<file path="src/rtl/mem_bus_arbiter_if.sv">
// CPU/DMA requester ports and the shared memory bus port for mem_bus_arbiter.
// master = the arbiter itself; slave = requesters plus memory decode.
interface mem_bus_arbiter_if;
  logic        cpu_req;
  logic        cpu_write;
  logic [15:0] cpu_address;
  logic [7:0]  cpu_wdata;
  logic        cpu_ready;
  logic [7:0]  cpu_rdata;
  logic        dma_req;
  logic        dma_write;
  logic [15:0] dma_address;
  logic [7:0]  dma_wdata;
  logic        dma_ready;
  logic [7:0]  dma_rdata;
  logic [15:0] mem_address;
  logic [7:0]  mem_wdata;
  logic        mem_write_en;
  logic [7:0]  mem_rdata;
  logic        owner;
  logic        busy;

  modport master (
    input  cpu_req, cpu_write, cpu_address, cpu_wdata,
    output cpu_ready, cpu_rdata,
    input  dma_req, dma_write, dma_address, dma_wdata,
    output dma_ready, dma_rdata,
    output mem_address, mem_wdata, mem_write_en,
    input  mem_rdata,
    output owner, busy
  );

  modport slave (
    output cpu_req, cpu_write, cpu_address, cpu_wdata,
    input  cpu_ready, cpu_rdata,
    output dma_req, dma_write, dma_address, dma_wdata,
    input  dma_ready, dma_rdata,
    input  mem_address, mem_wdata, mem_write_en,
    output mem_rdata,
    input  owner, busy
  );
endinterface

</file>
<file path="src/rtl/mem_bus_arbiter.sv">
// CPU/DMA memory bus arbiter: DMA-first with a burst cap; WAIT_STATES+2 cycles request-to-ready.
// Backpressure: requesters hold req until their one-cycle ready; requests are sampled only while idle.
module mem_bus_arbiter #(
  parameter int unsigned WAIT_STATES   = 1,
  parameter int unsigned MAX_DMA_BURST = 4
) (
  input  logic               clock,
  input  logic               reset,
  mem_bus_arbiter_if.master  bus
);

  typedef enum logic [1:0] {IDLE, ACCESS, DONE} state_t;

  localparam logic [3:0] WAIT_INIT = 4'(WAIT_STATES);
  localparam logic [3:0] BURST_MAX = 4'(MAX_DMA_BURST);

  state_t      state;
  state_t      state_next;
  logic        grant_cpu;
  logic        grant_dma;
  logic [3:0]  wait_count;
  logic [3:0]  burst_count;
  logic [15:0] address_q;
  logic [7:0]  wdata_q;
  logic        write_q;
  logic        owner_q;
  logic [7:0]  cpu_rdata_q;
  logic [7:0]  dma_rdata_q;

  always_ff @(posedge clock or posedge reset) begin
    if (reset) state <= IDLE;
    else       state <= state_next;
  end

  always_comb begin
    state_next = state;
    grant_cpu  = 1'b0;
    grant_dma  = 1'b0;
    unique case (state)
      IDLE: begin
        // DMA wins unless the CPU has waited through a full burst.
        if (bus.dma_req && (!bus.cpu_req || burst_count < BURST_MAX)) grant_dma = 1'b1;
        else if (bus.cpu_req)                                         grant_cpu = 1'b1;
        if (grant_cpu || grant_dma) state_next = ACCESS;
      end
      ACCESS:  if (wait_count == 4'd0) state_next = DONE;
      DONE:    state_next = IDLE;
      default: state_next = IDLE;
    endcase
  end

  always_ff @(posedge clock or posedge reset) begin
    if (reset) begin
      wait_count  <= 4'd0;
      burst_count <= 4'd0;
      address_q   <= 16'd0;
      wdata_q     <= 8'd0;
      write_q     <= 1'b0;
      owner_q     <= 1'b0;
      cpu_rdata_q <= 8'd0;
      dma_rdata_q <= 8'd0;
    end else begin
      if (grant_cpu || grant_dma) begin
        address_q  <= grant_dma ? bus.dma_address : bus.cpu_address;
        wdata_q    <= grant_dma ? bus.dma_wdata   : bus.cpu_wdata;
        write_q    <= grant_dma ? bus.dma_write   : bus.cpu_write;
        owner_q    <= grant_dma;
        wait_count <= WAIT_INIT;
      end else if (state == ACCESS && wait_count != 4'd0) begin
        wait_count <= wait_count - 4'd1;
      end

      if (state == ACCESS && wait_count == 4'd0 && !write_q) begin
        if (owner_q) dma_rdata_q <= bus.mem_rdata;
        else         cpu_rdata_q <= bus.mem_rdata;
      end

      // The burst only counts DMA wins taken while the CPU is kept waiting.
      if (state == IDLE) begin
        if (!bus.cpu_req || grant_cpu)
          burst_count <= 4'd0;
        else if (grant_dma && burst_count < BURST_MAX)
          burst_count <= burst_count + 4'd1;
      end
    end
  end

  assign bus.mem_address  = address_q;
  assign bus.mem_wdata    = wdata_q;
  assign bus.mem_write_en = (state == ACCESS) && write_q;
  assign bus.owner        = owner_q;
  assign bus.busy         = (state != IDLE);
  assign bus.cpu_ready    = (state == DONE) && !owner_q;
  assign bus.dma_ready    = (state == DONE) && owner_q;
  assign bus.cpu_rdata    = cpu_rdata_q;
  assign bus.dma_rdata    = dma_rdata_q;

endmodule

</file>
<file path="src/flat_wrapper.sv">
// flat-port wrapper written by rule: the top's interface ports become plain ports
module mem_bus_arbiter_flat 
#(
  parameter int unsigned WAIT_STATES   = 1,
  parameter int unsigned MAX_DMA_BURST = 4
)
  (clock, reset, bus_cpu_req, bus_cpu_write, bus_cpu_address, bus_cpu_wdata, bus_cpu_ready, bus_cpu_rdata, bus_dma_req, bus_dma_write, bus_dma_address, bus_dma_wdata, bus_dma_ready, bus_dma_rdata, bus_mem_address, bus_mem_wdata, bus_mem_write_en, bus_mem_rdata, bus_owner, bus_busy);
  mem_bus_arbiter_if bus_i ();
  input  logic clock;
  input  logic reset;
  input wire logic [$bits(bus_i.cpu_req)-1:0] bus_cpu_req;
  input wire logic [$bits(bus_i.cpu_write)-1:0] bus_cpu_write;
  input wire logic [$bits(bus_i.cpu_address)-1:0] bus_cpu_address;
  input wire logic [$bits(bus_i.cpu_wdata)-1:0] bus_cpu_wdata;
  output wire logic [$bits(bus_i.cpu_ready)-1:0] bus_cpu_ready;
  output wire logic [$bits(bus_i.cpu_rdata)-1:0] bus_cpu_rdata;
  input wire logic [$bits(bus_i.dma_req)-1:0] bus_dma_req;
  input wire logic [$bits(bus_i.dma_write)-1:0] bus_dma_write;
  input wire logic [$bits(bus_i.dma_address)-1:0] bus_dma_address;
  input wire logic [$bits(bus_i.dma_wdata)-1:0] bus_dma_wdata;
  output wire logic [$bits(bus_i.dma_ready)-1:0] bus_dma_ready;
  output wire logic [$bits(bus_i.dma_rdata)-1:0] bus_dma_rdata;
  output wire logic [$bits(bus_i.mem_address)-1:0] bus_mem_address;
  output wire logic [$bits(bus_i.mem_wdata)-1:0] bus_mem_wdata;
  output wire logic [$bits(bus_i.mem_write_en)-1:0] bus_mem_write_en;
  input wire logic [$bits(bus_i.mem_rdata)-1:0] bus_mem_rdata;
  output wire logic [$bits(bus_i.owner)-1:0] bus_owner;
  output wire logic [$bits(bus_i.busy)-1:0] bus_busy;
  assign bus_i.cpu_req = bus_cpu_req;
  assign bus_i.cpu_write = bus_cpu_write;
  assign bus_i.cpu_address = bus_cpu_address;
  assign bus_i.cpu_wdata = bus_cpu_wdata;
  assign bus_cpu_ready = bus_i.cpu_ready;
  assign bus_cpu_rdata = bus_i.cpu_rdata;
  assign bus_i.dma_req = bus_dma_req;
  assign bus_i.dma_write = bus_dma_write;
  assign bus_i.dma_address = bus_dma_address;
  assign bus_i.dma_wdata = bus_dma_wdata;
  assign bus_dma_ready = bus_i.dma_ready;
  assign bus_dma_rdata = bus_i.dma_rdata;
  assign bus_mem_address = bus_i.mem_address;
  assign bus_mem_wdata = bus_i.mem_wdata;
  assign bus_mem_write_en = bus_i.mem_write_en;
  assign bus_i.mem_rdata = bus_mem_rdata;
  assign bus_owner = bus_i.owner;
  assign bus_busy = bus_i.busy;
  mem_bus_arbiter #(.WAIT_STATES(WAIT_STATES), .MAX_DMA_BURST(MAX_DMA_BURST)) u_core (.clock(clock), .reset(reset), .bus(bus_i));
endmodule
</file>
<file path="config.mk">
export PLATFORM = sky130hd
export DESIGN_NAME = mem_bus_arbiter_flat
export DESIGN_NICKNAME = d
export VERILOG_FILES = /design/src/rtl/mem_bus_arbiter_if.sv /design/src/rtl/mem_bus_arbiter.sv /design/src/flat_wrapper.sv
export SDC_FILE = /design/constraint.sdc
export NUM_CORES = 1
export LEC_CHECK = 0
export CAP_MARGIN = 20
export CORE_AREA = 5 5 69 102
export DETAILED_ROUTE_END_ITERATION = 7
export DIE_AREA = 0 0 74 107
export GPL_TIMING_DRIVEN = 0
export PLACE_DENSITY_LB_ADDON = 0.25
export SLEW_MARGIN = 20
export SYNTH_ARGS = -nofsm -noshare
export SYNTH_HDL_FRONTEND = slang
export SYNTH_SLANG_ARGS = --single-unit
</file>
<file path="constraint.sdc">
create_clock -name clock -period 6.25 [get_ports clock]
set_clock_uncertainty 0.15 [all_clocks]
set_input_delay 1.5625 -clock clock [delete_from_list [all_inputs] [get_ports clock]]
set_output_delay 1.5625 -clock clock [all_outputs]
set_load 0.01 [all_outputs]
</file>
==> reports/summary.md, run 1 <==
The flow ran to the end, and the final reports show no timing, DRC or antenna violations. The finished layout holds 419 standard cells, fillers aside. At the pin with the least slew margin, the transition time is 607.6 ps. The tree built by TritonCTS fans out to 52 sinks.

In the final timing run, aggregate negative setup slack is 0 ps. The hold-critical path depth is 1, and the final wirelength is 6190 µm. The setup fix buffers added after clock tree synthesis is 0, and the weighted congestion at the end of routability-driven global placement is 0.7209. The repair_antennas step left the layout with diodes totalling 0. The critical path starts at bus_dma_req. The minimum clock period after layout is 3416 ps, and the worst stage delay on the critical path is 550 ps.

Averaged over all synthesized cells, the footprint is 10.49 µm². The endpoint identified for the worst register-to-register timing path is u_core.bus.cpu_rdata[0]. Instance count of the mapped netlist: 230.

For the maximum level of the CTS H-tree, the log shows 2. The logs give 0 for the total count of hold-check failures in the final report and 3681 µm² for the post-layout instance area. The worst hold path terminates at u_core.burst_count[1]. The final-stage net count was 409; the maximum clock insertion buffer count was 2. The number of cells on the worst reg-to-reg path is 6. Startpoint of the worst-slack reg-to-reg timing path: u_core.wait_count[0]. The worst-case headroom to the max-slew limit was 0.5944; the total placed instance area was 3586 µm². The run gives 0 as the total count of max-transition violations in the final report.

The tools report the global-route total usage across every layer as 0.1637. The net count of the mapped netlist is 295, and the leakage power figure is 1.857 nW. For the initial standard-cell utilization of the core, the log shows 0.3963. In this run, post-CTS hold repair placed 0 buffers. Full die area: 7918 µm². Along the worst path, the maximum fanout reaches 10. The count of standard-cell rows is 35, and the fraction of final layout cells sized beyond drive strength 1 is 0.09275.

After detailed routing, the met2 layer carries 3384 µm of wire. For the minimum setup slack among reg-to-reg paths, the log shows 3970 ps. Maximum ir drop on the vdd rail: 234.9 µV. At the worst endpoint, the required time is 6300 ps. The later-pin clock latency in the skew report was 310 ps. The number of flip-flops and latches in the synthesized netlist came out at 52.

Detailed routing placed a total of 387 µm of wire on met3. From synthesis to final layout, the design area changed by 52.59%. Setup violations remaining at the end of the flow were counted as 0. Including well taps, the total number of placed cells is 411. CTS placed an instance of sky130_fd_sc_hd__clkbuf_8 at the clock tree root. The most common flop cell mapped by yosys is sky130_fd_sc_hd__dfrtp_1. The fraction of the yosys area taken by sequential cells is 0.5394, and the proportion of synthesized flip-flops having asynchronous set or reset is 1.000.

The number of antenna violations at the first check in global routing is 0, and the maximum clock frequency is 292.8 MHz. Measured along the x axis, the die boundary spans 74 µm. The core region is 6087 µm². Dividing total power by cell area gives a power density of 426.2 nW/µm².

Setup repair after global routing left no endpoint under its margin. For this run, the number of Yosys warnings is 0. Global routing finished with a remaining overflow of 0. The global-route wire length before repair came out at 10130 µm.

In this run, the number of DRC markers left after iteration 0 of detailed routing was 127. The slowest stage of the critical path is the sky130_fd_sc_hd__clkdlybuf4s50_1 cell. Detailed-route DRC error count: 0.

In the final routing, the length of wire on met1 measures 2310 µm. The highest metal layer with signal wires is met4. For this design the top-level I/O count stands at 107. Per-cell routed wire length: 14.77 µm.

The count of nets left with antenna violations once routing finished came out at 0. Walking the worst path, the cells encountered are clkdlybuf4s50_1 -> or3b_1 -> and3_1 -> clkbuf_1 -> buf_2 -> a222oi_1. Count of instances resized after the clock tree is built: 0. The final route contains 2029 vias. Across the run, the number of max-cap violations was 0. From bottom edge to top edge, the die measures 107 µm. The worst setup path is captured at a flop. The number of enable-type register cells in the synthesized netlist was 0. Summed over all nets, the half-perimeter wirelength after detailed placement is 4860 µm. TritonCTS built the clock tree. The number of global-route vias before repair is 2133, and the total CTS buffers is 5. Data arrives at the worst endpoint at 3470 ps. Critical path launch point type: an input port. After detailed routing, the number of vias per cell comes to 4.842. Register clock-pin slew on the reported worst setup and hold paths: 100 ps.

Class of the tightest hold or removal check: flop to flop. The class of the most critical setup path was input port to flop. The pre-antenna-repair detailed-routing pass consisted of 4 iterations. The pin count of the biggest net entering global routing is 29, and the post-route fraction of the period consumed by the critical path is 0.5465.

The number of different library cells used by synthesis comes to 32. The count of buffers added on input and output ports is 106. After synthesis the cells add up to 2412 µm². In this run the most critical hold path is launched from u_core.burst_count[1].
logic make-up (layout without fill, tap and decap cells):
logic type	after synthesis	count (layout)	synth area share
muxes	17	17	0.09129
buffers and inverters	92	207	0.1473
DFF	52	52	0.5394
adders and majority gates	3	3	0.01556
AOI/OAI and AO/OA	38	38	0.1375
and+or+nand+nor	28	28	0.06899
area by class of cell:
| type | instances | area, µm² |
|---|---|---|
| Clock inverter | 3 | 26.28 |
| Fill cell | 512 | 2406 |
| Tap cell | 74 | 92.59 |
| Buffer | 10 | 47.55 |
| Clock buffer | 5 | 68.82 |
| Sequential cell | 52 | 1301 |
| Inverter | 82 | 307.8 |
| Multi-Input combinational cell | 86 | 755.7 |
| Timing Repair Buffer | 107 | 1081 |
metal layers:
layer,vias up,GRT usage
met2,60,0.2931
met1,974,0.1839
met5,-,0
met3,8,0.04221
met4,0,0.05181
li1,987,-
cells in the final DEF, fill, tap and decap left out, types with 2 or more instances in the layout:
cell                                n
sky130_fd_sc_hd__clkdlybuf4s50_1  106
sky130_fd_sc_hd__inv_1             81
sky130_fd_sc_hd__ha_1               3
sky130_fd_sc_hd__nor2_1             4
sky130_fd_sc_hd__a222oi_1          25
sky130_fd_sc_hd__clkinvlp_4         2
sky130_fd_sc_hd__clkbuf_1           7
sky130_fd_sc_hd__nor3b_1            2
sky130_fd_sc_hd__nand2_1            3
sky130_fd_sc_hd__a21oi_1            2
sky130_fd_sc_hd__dfrtp_1           52
sky130_fd_sc_hd__o2bb2ai_1          2
sky130_fd_sc_hd__nor3_1             5
sky130_fd_sc_hd__o21ai_0            6
sky130_fd_sc_hd__clkbuf_8           5
sky130_fd_sc_hd__mux2_4             8
sky130_fd_sc_hd__buf_2              2
sky130_fd_sc_hd__and3_1             3
sky130_fd_sc_hd__mux2_2             8
power by group:
part	internal [mW]	switching, mW
Combinational	0.450	0.330
Clock	0.0816	0.121
Sequential	0.493	0.0934
worst max-delay path by stage:
stage | to | slack (ps) | depth (start not counted)
2_1_floorplan | u_core.burst_count[0] | 3280 | 1
3_3_place_gp | u_core.burst_count[1] | 2240 | 2
3_5_place_dp | u_core.bus.mem_address[14] | 2490 | 6
4_1_cts | u_core.bus.mem_address[11] | 2830 | 6
5_1_grt | bus_busy | 2700 | 3
6_report | u_core.bus.mem_address[5] | 2830 | 6
through the flow:
| stage | hold WS (ps) | util | power [mW] | setup slack, ps |
|---|---|---|---|---|
| 2_1_floorplan | 310.1 | - | 0.9655 | 3280 |
| 5_1_grt | 385.8 | 0.6047 | 1.681 | 2696 |
| 6_report | 355.9 | 0.6047 | 1.569 | 2834 |
| 4_1_cts | 361.9 | 0.6047 | 1.593 | 2826 |
| 3_3_place_gp | 325.3 | 0.5858 | 1.362 | 2242 |
| 3_5_place_dp | 335.4 | 0.5891 | 1.386 | 2487 |
state kept, by name, summed over array words and instances, names as in the netlist:
name / cells
u_core.burst_count: 4
u_core.wait_count: 4
u_core.bus.mem_wdata: 8
u_core.write_q: 1
u_core.bus.dma_rdata: 8
u_core.bus.mem_address: 16
u_core.bus.owner: 1
u_core.bus.cpu_rdata: 8
u_core.state: 2
cells in the mapped netlist, types with 2 or more instances:
library cell                instances  area, µm²
sky130_fd_sc_hd__a21oi_1            2      10.01
sky130_fd_sc_hd__nor3b_1            2      15.01
sky130_fd_sc_hd__inv_1             82      307.8
sky130_fd_sc_hd__clkbuf_1           7      26.28
sky130_fd_sc_hd__nor2_1             4      15.01
sky130_fd_sc_hd__ha_1               3      37.54
sky130_fd_sc_hd__o2bb2ai_1          2      17.52
sky130_fd_sc_hd__mux2_2             8      90.09
sky130_fd_sc_hd__nor3_1             5      25.02
sky130_fd_sc_hd__nand2_1            3      11.26
sky130_fd_sc_hd__dfrtp_1           52       1301
sky130_fd_sc_hd__and3_1             3      18.77
sky130_fd_sc_hd__buf_2              2      10.01
sky130_fd_sc_hd__a222oi_1          25      250.2
sky130_fd_sc_hd__mux2_4             8      120.1
sky130_fd_sc_hd__o21ai_0            6      30.03
worst max-delay path: cells and delay by family:
kind	cells	cell delay [ps]
AO/OA/AOI/OAI	1	300
buffers and inverters	3	1010
AND/OR/NAND/NOR	2	590
(Power assumes the default switching activity.)
==> inputs of run 2 (changes only) <==
- CORE_AREA: 5 5 69 102 -> 5 5 72 106
- DIE_AREA: 0 0 74 107 -> 0 0 77 111
- clock period: 6.25 -> 2.79 ns (I/O delays scaled with it)
==> run 2 against run 1 <==
Non-clock buffer count stayed put; worst setup slack worse by 2700 ps; routed wire length is 1.6% higher; sequential power is 130% higher; hold slack hardly changed; count of clock-buffer cells in the layout is 1 higher; highest routed layer unchanged.
==> reports/summary.md, run 2 (synthesis results as in run 1) <==
Pin count of the biggest net entering global routing: 35. Summing all placed instances gives a cell area of 3588 µm². The register with the most flip-flops in the layout has 16 of them.

Prior to clock tree synthesis, the placed netlist has a worst setup slack of -208.0 ps. TritonCTS built the clock tree. Leaving out fill and tap cells, the most frequent cell in the layout is sky130_fd_sc_hd__clkdlybuf4s50_1.

Summed over all nets, the switching power comes to 1.204 mW. The flow ran to the end, and the final reports show no timing, DRC or antenna violations. The launch point of the worst hold path is u_core.burst_count[1]. The tools report the antenna cell count as 0. The worst hold-check slack was 355.9 ps; the total CTS buffers was 5.

The global-route total usage across every layer was 0.1469. The number of antenna violations at the first check in global routing is 0, and the count of standard-cell rows is 36. For the register share of total power, the log shows 0.368.

The routed via count divided by cell count is 4.860. Maximum ir drop on the vdd rail: 402.1 µV. With fillers left out, the area of the finished cells amounts to 3697 µm². Clock latency on the worst-skew pair, taken at its later pin, is 300 ps.

Setup violations remaining at the end of the flow were counted as 0. After detailed routing, the average wire length per cell comes to 14.93 µm. The tools report the post-detailed-placement half-perimeter wirelength as 4875 µm.

Setup slack on the critical path of the routed design comes to 150.1 ps. Routability-driven placement finished with a final weighted congestion of 0.7739. The total count of hold-check failures in the final report came out at 0.

The run gives 0 as the detailed-route DRC error count. In this run the worst hold path is classified as flop to flop. The endpoint identified for the worst register-to-register timing path is u_core.bus.cpu_rdata[0].

The die is 77 µm wide. Fraction of final layout cells sized beyond drive strength 1: 0.09275. The layout-stage area growth over the synthesis result is 53.27%, and the hold-fix buffer count after cts is 0. The clock power share was 0.143. In the layout the commonest cells are 106 x sky130_fd_sc_hd__clkdlybuf4s50_1, 81 x sky130_fd_sc_hd__inv_1, 52 x sky130_fd_sc_hd__dfrtp_1.

STA classifies the critical path startpoint as an input port. The setup path with the least slack is of type input port to flop. For the arrival time at the worst endpoint, the log shows 2670 ps.

107 I/O pins were placed. The tools report the total count of max-transition violations in the final report as 0. The die covers 8547 µm².

Setup repair after global routing left no endpoint under its margin. Post-route fraction of the period consumed by the critical path: 0.9462. The initial standard-cell utilization of the core was 0.3693; the height of the die was 111 µm. The region available for standard cell placement spans 6531 µm². After the last flow step, the layout net total stands at 409. The total overflow left after global routing is 0.

Walking the worst path, the cells encountered are clkdlybuf4s50_1 -> or3b_1 -> and3_1 -> clkbuf_1 -> buf_2 -> a222oi_1. Before antenna repair, the detailed router went through 7 iterations. The leakage power figure came out at 1.872 nW. The cell sitting at the root of the clock tree is a sky130_fd_sc_hd__clkbuf_8.

The first global-routing pass estimated 10390 µm of wire. The largest individual stage delay along the critical path comes from the cell sky130_fd_sc_hd__clkdlybuf4s50_1. The maximum clock frequency was 378.8 MHz; the transition time of the tightest slew-check pin was 551.7 ps.

The layout has 602 filler cells. The starting DRC count in detailed routing is 122, and the max capacitance violation total is 0. In this run the tool buffered the top-level ports with 106 buffer cells.

Number of global-route vias before repair: 2138. The power per standard cell area was 969.7 nW/µm². The worst register-to-register path begins at u_core.wait_count[0]. Subtracting the final worst setup slack from the clock period gives 2640 ps.

The share of total power in combinational logic is 0.489, and the depth of the most critical reg-to-reg path is 6. The worst-case headroom to the max-slew limit is 0.6322, and the largest fanout on the critical path is 10. Count of vias placed by the detailed router: 2046. Data on the critical path is required at its endpoint by 2820 ps. The minimum setup slack among reg-to-reg paths is 490 ps. Adding up every negative setup slack in the final design gives 0 ps. The clock net in this run drives a total of 52 sinks.

The maximum clock insertion buffer count came out at 2. The worst setup path is captured at a flop. End point of the most critical hold path: u_core.burst_count[1]. After clock tree synthesis, the clock-pin slew on the worst setup and hold paths is 90 ps.

Once detail routing completed, the nets flagged for antenna violations numbered 0. The routed design has 6286 µm of wire. The internal portion of total power is 2.381 mW, and the fraction of power spent switching nets is 0.3359. The hold-critical path depth came out at 1. The maximum level of the CTS H-tree was 2; the worst stage delay on the critical path was 560 ps.
==> run 2: changes by cell type in the layout (fill, tap and decap cells not counted) <==
cell                         change
sky130_fd_sc_hd__clkinvlp_4      -2
sky130_fd_sc_hd__bufinv_16       +1
sky130_fd_sc_hd__clkbuf_2        +1
sky130_fd_sc_hd__clkinv_2        +1
sky130_fd_sc_hd__inv_8           -1
==> run 2: layout make-up <==
| class | count | area [µm²] | area share |
|---|---|---|---|
| repair buffers | 107 | 1081 | 0.2924 |
| inverters | 82 | 307.8 | 0.08325 |
| clock buffers | 6 | 72.57 | 0.01963 |
| plain buffers | 10 | 48.80 | 0.01320 |
| multi-input cells | 86 | 755.7 | 0.2044 |
| flip-flops and latches | 52 | 1301 | 0.3519 |
| well taps | 76 | 95.09 | 0.02572 |
| clock inverters | 2 | 35.03 | 0.009475 |
==> run 2: worst max-delay path by stage <==
stage | startpoint | endpoint | cells past startpoint
2_1_floorplan | u_core.wait_count[0] | u_core.bus.cpu_rdata[0] | 6
3_3_place_gp | reset | u_core.bus.mem_address[1] | 2
3_5_place_dp | bus_dma_req | u_core.bus.mem_address[14] | 6
4_1_cts | bus_dma_req | u_core.bus.mem_address[11] | 6
5_1_grt | bus_dma_req | u_core.bus.mem_address[14] | 6
6_report | bus_dma_req | u_core.bus.mem_address[2] | 6
==> run 2: power groups by stage <==
stage	sequential, mW	combinational, mW	clock, mW
after floorplan	1.44	0.719	0
after global placement	1.32	1.74	0
after detailed placement	1.33	1.78	0
after CTS	1.32	1.78	0.526
after global routing	1.36	1.91	0.562
final	1.32	1.75	0.512
==> run 2: layer usage <==
layer,global-route usage,share of wire
met5,0,0
met4,0.03555,0.0097
met3,0.04959,0.086
met2,0.2677,0.51
met1,0.1611,0.39
==> run 2: per-stage QoR <==
stage                     utilization  power, mW  instances
after floorplan                     -      2.163        230
after global placement         0.5464      3.061        412
after detailed placement       0.5494      3.111        413
after CTS                      0.5659      3.629        421
after global routing           0.5661      3.839        421
final                          0.5661      3.585        421
==> run 2: worst max-delay path, delay by kind of cell <==
family | cells | cell delay [ps]
buffers and inverters | 3 | 1050
AO/OA/AOI/OAI | 1 | 320
AND/OR/NAND/NOR | 2 | 610
==> run 2: timing repair <==
item	4_1_cts	5_1_grt
setup buffers	0	0
endpoints found under the setup margin	0	1
resized for setup	0	2
